==> src/rtl/queue_pkg.sv <==
// Shared helpers for the queue FIFO: modulo pointer advance for any depth.
package queue_pkg;

   // Advance a pointer by one, wrapping at depth (no power-of-2 assumption).
   function automatic int unsigned ptr_inc(input int unsigned ptr, input int unsigned depth);
      return (ptr == depth - 1) ? 0 : ptr + 1;
   endfunction

endpackage

==> src/rtl/queue_mem.sv <==
// DEPTH x WL register array with one write port and a registered read port.
module queue_mem #(
   parameter int unsigned WL    = 4,
   parameter int unsigned DEPTH = 4,
   parameter int unsigned AW    = 2
) (
   input  logic          clk,
   input  logic          rst,
   input  logic          we,
   input  logic [AW-1:0] waddr,
   input  logic [WL-1:0] wdata,
   input  logic          re,
   input  logic [AW-1:0] raddr,
   output logic [WL-1:0] rdata
);

   logic [WL-1:0] mem [DEPTH];

   always_ff @(posedge clk) begin
      if (we) begin
         mem[waddr] <= wdata;
      end
   end

   // Read sees the pre-write contents, so a same-edge read/write of one slot
   // returns the oldest word.
   always_ff @(posedge clk) begin
      if (rst) begin
         rdata <= '0;
      end else if (re) begin
         rdata <= mem[raddr];
      end
   end

endmodule

==> src/rtl/queue.sv <==
// Synchronous FIFO: pointers, occupancy, status and error flag around queue_mem.
module queue
   import queue_pkg::*;
#(
   parameter int unsigned WL    = 4,
   parameter int unsigned DEPTH = 4
) (
   input  logic          CLK,
   input  logic          RST,
   input  logic          rReq,
   input  logic          wReq,
   input  logic [WL-1:0] din,
   output logic [WL-1:0] dout,
   output logic          FULL,
   output logic          EMPTY,
   output logic          ERROR
);

   localparam int unsigned PW = $clog2(DEPTH);
   localparam int unsigned CW = $clog2(DEPTH + 1);

   logic [PW-1:0] wptr_q, wptr_d;
   logic [PW-1:0] rptr_q, rptr_d;
   logic [CW-1:0] count_q, count_d;
   logic          error_q, error_d;
   logic          wr_ok, rd_ok;

   assign FULL  = (count_q == CW'(DEPTH));
   assign EMPTY = (count_q == '0);
   assign ERROR = error_q;

   always_comb begin
      wr_ok   = wReq && (!FULL || rReq);
      rd_ok   = rReq && !EMPTY;
      error_d = (wReq && FULL && !rReq) || (rReq && EMPTY);
      wptr_d  = wptr_q;
      rptr_d  = rptr_q;
      count_d = count_q;
      if (wr_ok) begin
         wptr_d = PW'(ptr_inc(32'(wptr_q), DEPTH));
      end
      if (rd_ok) begin
         rptr_d = PW'(ptr_inc(32'(rptr_q), DEPTH));
      end
      if (wr_ok && !rd_ok) begin
         count_d = count_q + 1'b1;
      end else if (rd_ok && !wr_ok) begin
         count_d = count_q - 1'b1;
      end
   end

   always_ff @(posedge CLK) begin
      if (RST) begin
         wptr_q  <= '0;
         rptr_q  <= '0;
         count_q <= '0;
         error_q <= 1'b0;
      end else begin
         wptr_q  <= wptr_d;
         rptr_q  <= rptr_d;
         count_q <= count_d;
         error_q <= error_d;
      end
   end

   queue_mem #(
      .WL    (WL),
      .DEPTH (DEPTH),
      .AW    (PW)
   ) u_mem (
      .clk   (CLK),
      .rst   (RST),
      .we    (wr_ok && !RST),
      .waddr (wptr_q),
      .wdata (din),
      .re    (rd_ok && !RST),
      .raddr (rptr_q),
      .rdata (dout)
   );

endmodule

==> config.mk <==
export PLATFORM = sky130hd
export DESIGN_NAME = queue
export DESIGN_NICKNAME = d
export VERILOG_FILES = /design/src/rtl/queue_pkg.sv /design/src/rtl/queue_mem.sv /design/src/rtl/queue.sv
export SDC_FILE = /design/constraint.sdc
export NUM_CORES = 1
export LEC_CHECK = 0
export CORE_ASPECT_RATIO = 0.7
export CORE_UTILIZATION = 55
export CTS_CLUSTER_SIZE = 25
export DETAILED_ROUTE_END_ITERATION = 7
export PLACE_DENSITY = 0.79
export SKIP_CTS_REPAIR_TIMING = 1
export SLEW_MARGIN = 5
export SYNTH_ARGS = -nofsm -noshare
export SYNTH_HDL_FRONTEND = slang
export SYNTH_SLANG_ARGS = --single-unit
==> constraint.sdc <==
create_clock -name CLK -period 4.6 [get_ports CLK]
set_input_delay 0.46 -clock CLK [delete_from_list [all_inputs] [get_ports CLK]]
set_output_delay 0.46 -clock CLK [all_outputs]
set_load 0.05 [all_outputs]
==> results of run 1 <==
[power by group]
| group | total [mW] | internal, mW | leakage (nW) | switching [mW] |
|---|---|---|---|---|
| Combinational | 0.299 | 0.133 | 0.263 | 0.167 |
| Sequential | 0.351 | 0.300 | 0.244 | 0.0501 |
| Clock | 0.0971 | 0.0318 | 0.0154 | 0.0653 |
[cell usage after synthesis (all sizes together) (3+ instances only)]
cell / n / area share [%]
dfxtp: 12 / 19
nor3b: 5 / 3.0
edfxtp: 16 / 39
mux4: 4 / 7.3
mux2i: 6 / 4.9
a21oi: 3 / 1.2
inv: 5 / 1.5
ha: 6 / 6.1
nor2: 8 / 2.4
[layer usage]
metal	share of wire, %	GRT usage (%)	routed length [µm]	up-vias
li1	-	-	-	350
met1	48	28.2	944	343
met2	47	28.7	927	16
met3	4.6	5.61	90	0
met4	0	2.86	0	0
met5	0	0	0	-
[cells in the final DEF, fill, tap and decap left out, types with 2 or more instances in the layout]
cell type,Yosys,layout
edfxtp_1,16,16
inv_1,4,4
o21ai_0,2,2
clkbuf_4,0,3
dfxtp_1,12,12
nor3_1,2,2
xor2_1,2,2
a21oi_1,3,3
nand3_1,2,2
mux2i_1,6,6
nor2_1,8,8
clkdlybuf4s50_1,0,14
mux4_2,4,4
nor3b_1,5,5
ha_1,6,6
[flip-flops by register name, summed over array words and instances (netlist names)]
name	flops
ERROR	1
rptr_q	2
wptr_q	2
count_q	3
u_mem.rdata	4
u_mem.mem	16
[critical path, cell delays in order]
cell and delay (ns):
clkdlybuf4s50_1 0.52, or4b_4 0.57, nand2_4 0.11, inv_2 0.05, ha_1 0.21, inv_1 0.08
fa_1 0.18, xor2_1 0.08, or3_2 0.41, a21oi_1 0.15
[stage by stage]
step           instance area [µm²]  util (%)
2_1_floorplan                 1230         -
3_3_place_gp                  1390      70.1
3_5_place_dp                  1390      70.1
4_1_cts                       1420      71.4
5_1_grt                       1420      71.4
6_report                      1420      71.4
[final cells by class]
| class | count | area [µm²] | area share, % |
|---|---|---|---|
| flip-flops and latches | 28 | 721 | 50.8 |
| multi-input cells | 51 | 474 | 33.5 |
| repair buffers | 14 | 140 | 9.89 |
| well taps | 30 | 37.5 | 2.65 |
| clock buffers | 3 | 22.5 | 1.59 |
| inverters | 5 | 18.8 | 1.32 |
| clock inverters | 1 | 3.75 | 0.265 |
[worst min path at each step]
stage                   startpoint             end  slack [ns]
floorplan                wptr_q[1]       wptr_q[1]        0.49
global placement    u_mem.rdata[1]  u_mem.rdata[1]        0.47
detailed placement  u_mem.rdata[1]  u_mem.rdata[1]        0.49
CTS                 u_mem.rdata[1]  u_mem.rdata[1]        0.52
global route        u_mem.rdata[1]  u_mem.rdata[1]        0.57
finish              u_mem.rdata[1]  u_mem.rdata[1]        0.51
[logic make-up after synthesis]
kind of cell | after synthesis | share of synthesized area, %
xor gates and xnor gates | 2 | 1.42
adders and majority gates | 7 | 7.72
buffers and inverters | 8 | 3.05
DFF | 28 | 58.5
AOI/OAI and AO/OA | 8 | 5.38
muxes | 10 | 12.2
and+or+nand+nor | 24 | 11.8
==> results_tabular.tex, run 1 <==
\begin{tabular}{lr}
\hline
Metric & Value \\
\hline
\multicolumn{2}{l}{\textbf{Timing}} \\
\quad Final worst-path setup slack & 2.04 ns \\
\quad Fmax achieved & 390 MHz \\
\quad Min Tclk post-route & between 2 and 3 ns \\
\quad Final hold violation count & 0 \\
\quad Final setup TNS & 0 ns \\
\quad Transition time at the pin with the least slew margin & 0.735 ns \\
\quad Normalized max-slew margin & roughly 51\% \\
\quad Period utilization & between 50\% and 60\% \\
\quad Number of slew-limit violations in the final report & 0 \\
\quad Setup-violating endpoint count in the final report & 0 \\
\quad Unrepaired setup endpoints after global routing & no \\
\quad Skew final & $\sim$0.0026 ns \\
\quad Hold Slack & about 0.51 ns \\
\multicolumn{2}{l}{\textbf{Clock tree}} \\
\quad Number of sinks driven by the clock tree & 28 \\
\quad Bufs on Longest Clock Path & 2 \\
\quad CTS Buf Count & 3 \\
\quad Buffer cell driving the clock tree root & clkbuf\_4 \\
\quad Clock edge transition at the registers on the reported setup and hold paths & around 0.13 ns \\
\quad Clock tree from TritonCTS & yes \\
\quad Number of H-tree levels & 1 \\
\quad Source-to-sink clock delay at the later pin of the worst-skew pair & 0.32 ns \\
\multicolumn{2}{l}{\textbf{Outcome}} \\
\quad Run status & finished clean \\
\multicolumn{2}{l}{\textbf{Synth}} \\
\quad Post-synth cell types & 27 \\
\quad Netlist area before placement & 1230 µm² \\
\quad Number of warnings printed during yosys synthesis & 0 \\
\quad Post-synthesis instance total & just under 90 \\
\quad EDFF count, synth & 16 \\
\quad Post-Syn Nets & between 100 and 150 \\
\quad Portion of the post-synthesis area used by sequential elements & about three fifths \\
\quad Main flop type after synthesis & edfxtp\_1 \\
\quad Synth Register Bits & 28 \\
\quad Syn Area/Cell & 14.2 µm² \\
\quad Async set-or-reset flop fraction in the synthesized netlist & 0\% \\
\multicolumn{2}{l}{\textbf{Final layout}} \\
\quad Final non-filler cell total & roughly 130 \\
\quad Post-layout nets & about 120 \\
\quad Fraction of layout cells with a size suffix above 1 & between 10\% and 20\% \\
\quad Total of fill cells in the finished design & between 100 and 150 \\
\quad Ant diodes & 0 \\
\quad Layout-stage area growth over the synthesis result & 15.0\% \\
\multicolumn{2}{l}{\textbf{Drt}} \\
\quad Wire per inst & roughly 15 µm \\
\quad Drt first-iter violations & 35 \\
\quad Number of detailed-routing iterations run before antenna repair & 4 \\
\quad Vias per std cell & approximately 5.4 \\
\quad Routed WL & just under 2 mm \\
\quad DRT antenna net count & 0 \\
\quad DRC errors left & 0 \\
\quad Total vias in the final route & between 700 and 800 \\
\multicolumn{2}{l}{\textbf{Power}} \\
\quad Sum of internal, switching and leakage power & about 0.75 mW \\
\quad Leakage & 0.522 nW \\
\quad Max IR drop VDD & about 0.24 mV \\
\quad Pwr per Cell Area & between 500 and 600 nW/µm² \\
\multicolumn{2}{l}{\textbf{Floorplan}} \\
\quad Height of the die & about 42 µm \\
\quad Die boundary width & between 50 and 60 µm \\
\quad Total I/O pin count & 15 \\
\quad Effective utilization at floorplan & between 60\% and 70\% \\
\quad Rows & 13 \\
\quad Die Footprint & 2440 µm² \\
\quad Total core area & slightly below 2000 µm² \\
\multicolumn{2}{l}{\textbf{Setup path}} \\
\quad Crit path max fanout & 5 \\
\quad Number of cells traversed by the worst register-to-register path & 7 \\
\quad Worst R2R Start & count\_q[0] \\
\quad Critical path destination & count\_q[2] \\
\quad Capture point of the worst reg-to-reg path & count\_q[2] \\
\quad Required arrival time at the worst endpoint & about 4.9 ns \\
\quad Critical Path AT & 2.81 ns \\
\quad Kind of start point of the critical path & input pin \\
\quad Critical Path Sink Type & flop \\
\quad Crit path kind & input pin to flop \\
\quad Launch point of the critical path & rReq \\
\quad Reg2Reg Setup Slack & 2.15 ns \\
\multicolumn{2}{l}{\textbf{Placed design}} \\
\quad Placed Instances & $\sim$130 \\
\quad Final weighted congestion in routability-driven placement & just over 0.8 \\
\quad Buffers on Ports & 14 \\
\quad Worst setup slack after placement & roughly 1.7 ns \\
\quad Total half-perimeter wirelength after legalization and detailed placement & roughly 1.5 mm \\
\multicolumn{2}{l}{\textbf{GRT}} \\
\quad Global-route wire length before repair & roughly 3.3 mm \\
\quad Maximum number of pins on one net before global-route repair & 18 \\
\quad Grt total ovfl & 0 \\
\quad Total routing usage reported by global routing & a little under a fifth \\
\quad Vias in the first global route & roughly 700 \\
\quad Number of antenna violations at the first check in global routing & 0 \\
\multicolumn{2}{l}{\textbf{Flow run}} \\
\quad Number of maximum-capacitance violations & 0 \\
\multicolumn{2}{l}{\textbf{Worst hold path}} \\
\quad Min-Delay Path Class & flop to flop \\
\quad WHS Path Cells & 2 \\
\hline
\end{tabular}
No activity file was read; power rests on OpenSTA's default activity.
==> run 2: changes to the inputs <==
Settings changed: CORE_UTILIZATION 55 to 48, PLACE_DENSITY 0.79 to 0.73.
Clock period 4.6 ns to 2.3 ns, I/O delays scaled along.
==> run 2 against run 1 <==
  * Core utilization is 4.0 points lower
  * Flip-flop and latch count stayed put
  * Highest routed layer is now met4
  * Via count is 6.8% higher
  * Count of clock-buffer cells in the layout stayed put
  * Final cell count is 13% higher
  * Sequential power is 87% higher
  * Total power is 110% higher
  * Routed wire length is 4.8% higher
  * Critical path type is now flop to flop
  * Setup slack worse by 1.9 ns
  * Register-to-register slack worse by 2.0 ns
==> results_tabular.tex, run 2 (synthesized netlist as in run 1, its figures left out) <==
\begin{tabular}{lr}
\hline
Metric & Value \\
\hline
\multicolumn{2}{l}{\textbf{Outcome}} \\
\quad Run status & finished clean (unchanged) \\
\multicolumn{2}{l}{\textbf{Flow run}} \\
\quad Number of maximum-capacitance violations & 0 (unchanged) \\
\multicolumn{2}{l}{\textbf{Timing}} \\
\quad Period utilization & around 94\% \\
\quad Hold Slack & 0.517 ns (was 0.515 ns) \\
\quad Number of slew-limit violations in the final report & 0 (unchanged) \\
\quad Skew final & 0.00536 ns (was 0.00259 ns) \\
\quad Final setup TNS & 0 ns (unchanged) \\
\quad Normalized max-slew margin & 50.0\% (was 50.9\%) \\
\quad Setup-violating endpoint count in the final report & 0 (unchanged) \\
\quad Unrepaired setup endpoints after global routing & no (unchanged) \\
\quad Transition time at the pin with the least slew margin & 0.748 ns (was 0.735 ns) \\
\quad Min Tclk post-route & between 2 and 2.5 ns \\
\quad Fmax achieved & approximately 460 MHz \\
\quad Final hold violation count & 0 (unchanged) \\
\multicolumn{2}{l}{\textbf{Setup path}} \\
\quad Critical Path AT & 2.43 ns (was 2.81 ns) \\
\quad Crit path kind & flop to flop (was input pin to flop) \\
\quad Crit path max fanout & 2 (was 5) \\
\quad Required arrival time at the worst endpoint & 2.55 ns (was 4.85 ns) \\
\quad Critical Path Sink Type & flop (unchanged) \\
\quad Cell-by-cell listing of the critical path & or4b\_4, nand2\_4, inv\_2, ha\_1, inv\_1, fa\_1, xor2\_1, or3\_2, a21oi\_1 (was clkdlybuf4s50\_1, or4b\_4, nand2\_4, inv\_2, ha\_1, inv\_1, fa\_1, xor2\_1, or3\_2, a21oi\_1) \\
\quad Kind of start point of the critical path & flop (was input pin) \\
\quad Number of buffer and inverter stages on the critical path & 2 (was 3) \\
\quad Biggest cell delay along the critical path & 0.56 ns (was 0.57 ns) \\
\quad Largest delay share family, worst path & simple AND/OR/NAND/NOR gates (unchanged) \\
\quad Slowest stage cell on the critical path & or4b\_4 (unchanged) \\
\multicolumn{2}{l}{\textbf{Drt}} \\
\quad DRC errors left & 0 (unchanged) \\
\quad Number of detailed-routing iterations run before antenna repair & 4 (unchanged) \\
\quad Vias per std cell & 5.08 (was 5.37) \\
\quad Wire per inst & 13.8 µm (was 14.9 µm) \\
\quad Total vias in the final route & 757 (was 709) \\
\quad Routed WL & 2.06 mm (was 1.96 mm) \\
\quad DRT antenna net count & 0 (unchanged) \\
\quad Drt first-iter violations & 45 (was 35) \\
\multicolumn{2}{l}{\textbf{Clock tree}} \\
\quad Buffer cell driving the clock tree root & clkbuf\_4 (unchanged) \\
\quad Bufs on Longest Clock Path & 2 (unchanged) \\
\quad Clock edge transition at the registers on the reported setup and hold paths & 0.13 ns (about the same) \\
\quad Number of sinks driven by the clock tree & 28 (unchanged) \\
\quad Source-to-sink clock delay at the later pin of the worst-skew pair & 0.32 ns (about the same) \\
\quad CTS Buf Count & 3 (unchanged) \\
\quad Number of H-tree levels & 1 (unchanged) \\
\quad Clock tree from TritonCTS & yes (unchanged) \\
\multicolumn{2}{l}{\textbf{Final layout}} \\
\quad Fraction of layout cells with a size suffix above 1 & 23.9\% (was 12.7\%) \\
\quad Register name with the most flops & u\_mem.mem (unchanged) \\
\quad Commonest non-fill, non-tap cell in the layout & edfxtp\_1 (unchanged) \\
\quad Max reg flops & 16 (unchanged) \\
\quad Ant diodes & 0 (unchanged) \\
\quad Layout-stage area growth over the synthesis result & 24.6\% (was 15.0\%) \\
\quad Design Area, Final & 1540 µm² (was 1420 µm²) \\
\quad Largest registers & u\_mem.mem (16), u\_mem.rdata (4), count\_q (3) (unchanged) \\
\quad Commonest cells after routing, fill and taps aside & edfxtp\_1 (16), buf\_4 (15), clkdlybuf4s50\_1 (13), dfxtp\_1 (12), nor2\_1 (8) (was edfxtp\_1 (16), clkdlybuf4s50\_1 (14), dfxtp\_1 (12), nor2\_1 (8)) \\
\quad Post-layout nets & 133 (was 118) \\
\multicolumn{2}{l}{\textbf{Power}} \\
\quad Pwr per Cell Area & 1030 nW/µm² (was 527 nW/µm²) \\
\quad Max IR drop VDD & 0.447 mV (was 0.241 mV) \\
\quad Leakage & 0.613 nW (was 0.522 nW) \\
\multicolumn{2}{l}{\textbf{Floorplan}} \\
\quad Rows & 14 (was 13) \\
\quad Effective utilization at floorplan & 54.1\% (was 62.1\%) \\
\quad Die Footprint & 2780 µm² (was 2440 µm²) \\
\quad Total I/O pin count & 15 (unchanged) \\
\quad Height of the die & 44.4 µm (was 41.6 µm) \\
\quad Total core area & 2280 µm² (was 1980 µm²) \\
\quad Die boundary width & 62.6 µm (was 58.6 µm) \\
\multicolumn{2}{l}{\textbf{Placed design}} \\
\quad Total half-perimeter wirelength after legalization and detailed placement & 1.62 mm (was 1.51 mm) \\
\quad Final weighted congestion in routability-driven placement & 0.788 (was 0.807) \\
\quad Instance area after placement & 1510 µm² (was 1390 µm²) \\
\quad Buffers on Ports & 14 (unchanged) \\
\multicolumn{2}{l}{\textbf{GRT}} \\
\quad Number of antenna violations at the first check in global routing & 0 (unchanged) \\
\quad Global-route wire length before repair & 3.59 mm (was 3.34 mm) \\
\quad Grt total ovfl & 0 (unchanged) \\
\quad Vias in the first global route & 798 (was 703) \\
\quad Maximum number of pins on one net before global-route repair & 17 (was 18) \\
\quad Total routing usage reported by global routing & 17.6\% (was 19.1\%) \\
\multicolumn{2}{l}{\textbf{Worst hold path}} \\
\quad Min-Delay Path Class & flop to flop (unchanged) \\
\hline
\end{tabular}
==> run 2: layer usage <==
metal / share of wire (%) / track usage [%]
met4: 0.63 / 4.19
met5: 0 / 0
met3: 2.9 / 4.64
met2: 43 / 28.9
met1: 53 / 23.9
==> run 2: worst paths after layout <==
kind,startpoint,end,slack [ns],depth (start not counted)
worst max-delay path,count_q[0],count_q[2],0.13,9
worst max register to register,count_q[0],count_q[2],0.13,9
worst min-delay path,u_mem.rdata[1],u_mem.rdata[1],0.52,2
worst min register to register,u_mem.rdata[1],u_mem.rdata[1],0.52,2
==> run 2: stage by stage <==
step / cells / utilization (%) / total power [mW] / setup slack (ns)
after CTS: 149 / 67.3 / 1.60 / 0.0750
after floorplan: 87 / - / 1.14 / 0.0903
after global placement: 145 / 66.2 / 1.38 / -0.0723
after detailed placement: 145 / 66.2 / 1.40 / -0.146
final: 149 / 67.4 / 1.58 / 0.127
after global routing: 149 / 67.4 / 1.67 / 0.0440
==> run 2: where the power goes <==
part / total (mW) / internal [mW] / switching [mW]
combinational: 0.726 / 0.333 / 0.393
sequential: 0.658 / 0.601 / 0.0575
clock: 0.195 / 0.0635 / 0.132
total: 1.58 / 0.997 / 0.583
==> run 2: area by class of cell <==
| type | instances | area, µm² |
|---|---|---|
| Tap cell | 32 | 40.0 |
| Clock inverter | 1 | 3.75 |
| Timing Repair Buffer | 29 | 255 |
| Sequential cell | 28 | 721 |
| Clock buffer | 3 | 22.5 |
| Multi-Input combinational cell | 51 | 474 |
| Inverter | 5 | 18.8 |
| Fill cell | 182 | 742 |
==> run 2: worst reg2reg max path, stage by stage (launching register included) <==
cell and delay [ns]:
dfxtp_1 0.35, or4b_4 0.56, nand2_4 0.09, inv_2 0.04
ha_1 0.20, inv_1 0.07, fa_1 0.18, xor2_1 0.07
or3_2 0.40, a21oi_1 0.16
==> run 3: changes to the inputs <==
Settings changed: CORE_MARGIN set to 10.
==> run 3 against run 2 <==
  * Sequential share of layout area decreased by 1.5 points
  * Clock power increased by 75%
  * Clock skew increased by 0.0031 ns
  * Combinational power increased by 2%
  * Largest cell class unchanged
  * Count of clock-buffer cells in the layout increased by 1
==> results_tabular.tex, run 3 (synthesized netlist as in run 1, its figures left out) <==
\begin{tabular}{lr}
\hline
Metric & Value \\
\hline
\multicolumn{2}{l}{\textbf{Outcome}} \\
\quad Run status & finished clean (unchanged) \\
\multicolumn{2}{l}{\textbf{Setup path}} \\
\quad Critical Path Sink Type & output port (was flop) \\
\quad Cell-by-cell listing of the critical path & buf\_4, nor3b\_1, clkdlybuf4s50\_1 (was or4b\_4, nand2\_4, inv\_2, ha\_1, inv\_1, fa\_1, xor2\_1, or3\_2, a21oi\_1) \\
\quad Number of cells traversed by the worst register-to-register path & 9 (unchanged) \\
\quad Largest delay share family, worst path & buffers and inverters (was simple AND/OR/NAND/NOR gates) \\
\quad Kind of start point of the critical path & flop (unchanged) \\
\quad Number of buffer and inverter stages on the critical path & 2 (unchanged) \\
\quad Crit path kind & flop to output port (was flop to flop) \\
\quad Crit path max fanout & 5 (was 2) \\
\quad Critical Path AT & 1.92 ns (was 2.43 ns) \\
\quad Total number of cells along the worst setup path & 3 (was 9) \\
\quad Slowest stage cell on the critical path & clkdlybuf4s50\_1 (was or4b\_4) \\
\quad Biggest cell delay along the critical path & 0.85 ns (was 0.56 ns) \\
\quad Required arrival time at the worst endpoint & 2.07 ns (was 2.55 ns) \\
\quad Reg2Reg Setup Slack & 0.15 ns (was 0.13 ns) \\
\multicolumn{2}{l}{\textbf{Clock tree}} \\
\quad Number of H-tree levels & 1 (unchanged) \\
\quad CTS Buf Count & 3 (unchanged) \\
\quad Clock edge transition at the registers on the reported setup and hold paths & 0.10 ns (was 0.13 ns) \\
\quad Bufs on Longest Clock Path & 2 (unchanged) \\
\quad Number of sinks driven by the clock tree & 28 (unchanged) \\
\quad Clock tree from TritonCTS & yes (unchanged) \\
\quad Buffer cell driving the clock tree root & clkbuf\_8 (was clkbuf\_4) \\
\quad Source-to-sink clock delay at the later pin of the worst-skew pair & 0.28 ns (was 0.32 ns) \\
\multicolumn{2}{l}{\textbf{Drt}} \\
\quad DRC errors left & 0 (unchanged) \\
\quad Number of detailed-routing iterations run before antenna repair & 4 (unchanged) \\
\quad Drt first-iter violations & 51 (was 45) \\
\quad Wire per inst & 14.8 µm (was 13.8 µm) \\
\quad Vias per std cell & 5.01 (was 5.08) \\
\quad DRT antenna net count & 0 (unchanged) \\
\quad Routed WL & 2.25 mm (was 2.06 mm) \\
\quad Total vias in the final route & 761 (was 757) \\
\multicolumn{2}{l}{\textbf{Power}} \\
\quad Switching power & 0.609 mW (was 0.583 mW) \\
\quad Share of power burned in combinational logic & 42.4\% (was 46.0\%) \\
\quad Pwr per Cell Area & 1100 nW/µm² (was 1030 nW/µm²) \\
\quad Share of power burned in the clock network & 19.6\% (was 12.4\%) \\
\quad Leakage & 0.618 nW (was 0.613 nW) \\
\quad Max IR drop VDD & 0.420 mV (was 0.447 mV) \\
\quad Sequential share of power & 38.0\% (was 41.7\%) \\
\quad Switching share of power & 34.8\% (was 36.9\%) \\
\quad Internal power of the cells & 1.14 mW (was 0.997 mW) \\
\multicolumn{2}{l}{\textbf{GRT}} \\
\quad Met3 global-route usage & 4.02\% (was 4.64\%) \\
\quad Vias in the first global route & 814 (was 798) \\
\quad Maximum number of pins on one net before global-route repair & 17 (unchanged) \\
\quad Global-route layer with the greatest usage & met2 (unchanged) \\
\quad Met1 Resource Use GR & 12.3\% (was 23.9\%) \\
\quad Total routing usage reported by global routing & 9.81\% (was 17.6\%) \\
\quad Grt total ovfl & 0 (unchanged) \\
\quad Global-route wire length before repair & 3.86 mm (was 3.59 mm) \\
\quad Met2 GRT Util & 14.8\% (was 28.9\%) \\
\quad Number of antenna violations at the first check in global routing & 0 (unchanged) \\
\multicolumn{2}{l}{\textbf{Final layout}} \\
\quad Fraction of layout cells with a size suffix above 1 & 28.8\% (was 23.9\%) \\
\quad Max reg flops & 16 (unchanged) \\
\quad Register name with the most flops & u\_mem.mem (unchanged) \\
\quad Post-layout nets & 134 (was 133) \\
\quad Commonest cells after routing, fill and taps aside & buf\_4 (16), edfxtp\_1 (16), clkdlybuf4s50\_1 (14), dfxtp\_1 (11), nor2\_1 (8) (was edfxtp\_1 (16), buf\_4 (15), clkdlybuf4s50\_1 (13), dfxtp\_1 (12), nor2\_1 (8)) \\
\quad Register area & 724 µm² (was 721 µm²) \\
\quad Largest registers & u\_mem.mem (16), u\_mem.rdata (4), count\_q (3) (unchanged) \\
\quad Final non-filler cell total & 152 (was 149) \\
\quad Ant diodes & 0 (unchanged) \\
\quad Multi-input combinational cell area & 483 µm² (was 474 µm²) \\
\quad Total of fill cells in the finished design & 183 (was 182) \\
\quad Layout-stage area growth over the synthesis result & 29.4\% (was 24.6\%) \\
\multicolumn{2}{l}{\textbf{Timing}} \\
\quad Normalized max-slew margin & 66.5\% (was 50.0\%) \\
\quad Fmax achieved & 466 MHz (was 460 MHz) \\
\quad Setup-violating endpoint count in the final report & 0 (unchanged) \\
\quad Skew final & 0.00848 ns (was 0.00536 ns) \\
\quad Unrepaired setup endpoints after global routing & no (unchanged) \\
\quad Number of slew-limit violations in the final report & 0 (unchanged) \\
\quad Transition time at the pin with the least slew margin & 0.501 ns (was 0.748 ns) \\
\quad Min Tclk post-route & 2.15 ns (was 2.17 ns) \\
\quad Period utilization & 93.3\% (was 94.5\%) \\
\quad Final worst-path setup slack & 0.153 ns (was 0.127 ns) \\
\quad Final setup TNS & 0 ns (unchanged) \\
\quad Final hold violation count & 0 (unchanged) \\
\multicolumn{2}{l}{\textbf{Placed design}} \\
\quad Final weighted congestion in routability-driven placement & 0.757 (was 0.788) \\
\quad Worst setup slack after placement & -0.153 ns (was -0.146 ns) \\
\quad Buffers on Ports & 14 (unchanged) \\
\quad Placed Instances & 147 (was 145) \\
\quad Total half-perimeter wirelength after legalization and detailed placement & 1.77 mm (was 1.62 mm) \\
\multicolumn{2}{l}{\textbf{Floorplan}} \\
\quad Die boundary width & 80.6 µm (was 62.6 µm) \\
\quad Rows & 15 (was 14) \\
\quad Total core area & 2460 µm² (was 2280 µm²) \\
\quad Total I/O pin count & 15 (unchanged) \\
\quad Height of the die & 62.4 µm (was 44.4 µm) \\
\quad Effective utilization at floorplan & 50.1\% (was 54.1\%) \\
\quad Die Footprint & 5030 µm² (was 2780 µm²) \\
\multicolumn{2}{l}{\textbf{Worst hold path}} \\
\quad Min-Delay Path Class & flop to flop (unchanged) \\
\quad WHS Path Cells & 2 (unchanged) \\
\multicolumn{2}{l}{\textbf{Flow run}} \\
\quad Number of maximum-capacitance violations & 0 (unchanged) \\
\hline
\end{tabular}
==> run 3: path summary, 6_finish.rpt <==
check / startpoint / to
setup / recovery: count_q[2] / FULL
hold / removal: u_mem.rdata[2] / u_mem.rdata[2]
setup reg to reg: count_q[0] / count_q[2]
hold reg to reg: u_mem.rdata[2] / u_mem.rdata[2]
==> run 3: final cells by class <==
class / instances / share of cell area (%)
clock buffers: 4 / 4.16
well taps: 34 / 2.67
inverters: 5 / 1.18
repair buffers: 30 / 16.3
flip-flops and latches: 28 / 45.4
multi-input cells: 51 / 30.3
==> run 3: power by group through the flow <==
stage                     clock network (mW)  logic (mW)  registers (mW)
final                                  0.342       0.741           0.664
after global placement                     0       0.697           0.675
after CTS                              0.348       0.722           0.666
after global routing                   0.377       0.810           0.674
after detailed placement                   0       0.720           0.677
after floorplan                            0       0.388           0.753
==> run 3: layer usage <==
layer	routed length (µm)	vias up
met5	0	-
met4	26	0
met3	108	5
met2	1050	10
met1	1070	363
li1	-	383
==> run 3: metrics by stage <==
step           hold slack [ns]  util (%)  power, mW  instance area (µm²)
3_3_place_gp             0.479      61.4       1.37                 1510
2_1_floorplan            0.329         -       1.14                 1230
6_report                 0.519      64.9       1.75                 1600
4_1_cts                  0.525      64.1       1.74                 1580
5_1_grt                  0.558      64.9       1.86                 1600
3_5_place_dp             0.503      61.4       1.40                 1510
==> run 3: worst min-delay path, stage by stage, from the launching register on <==
cell and delay (ns):
dfxtp_1 0.34, mux2i_1 0.07, nor2_1 0.08
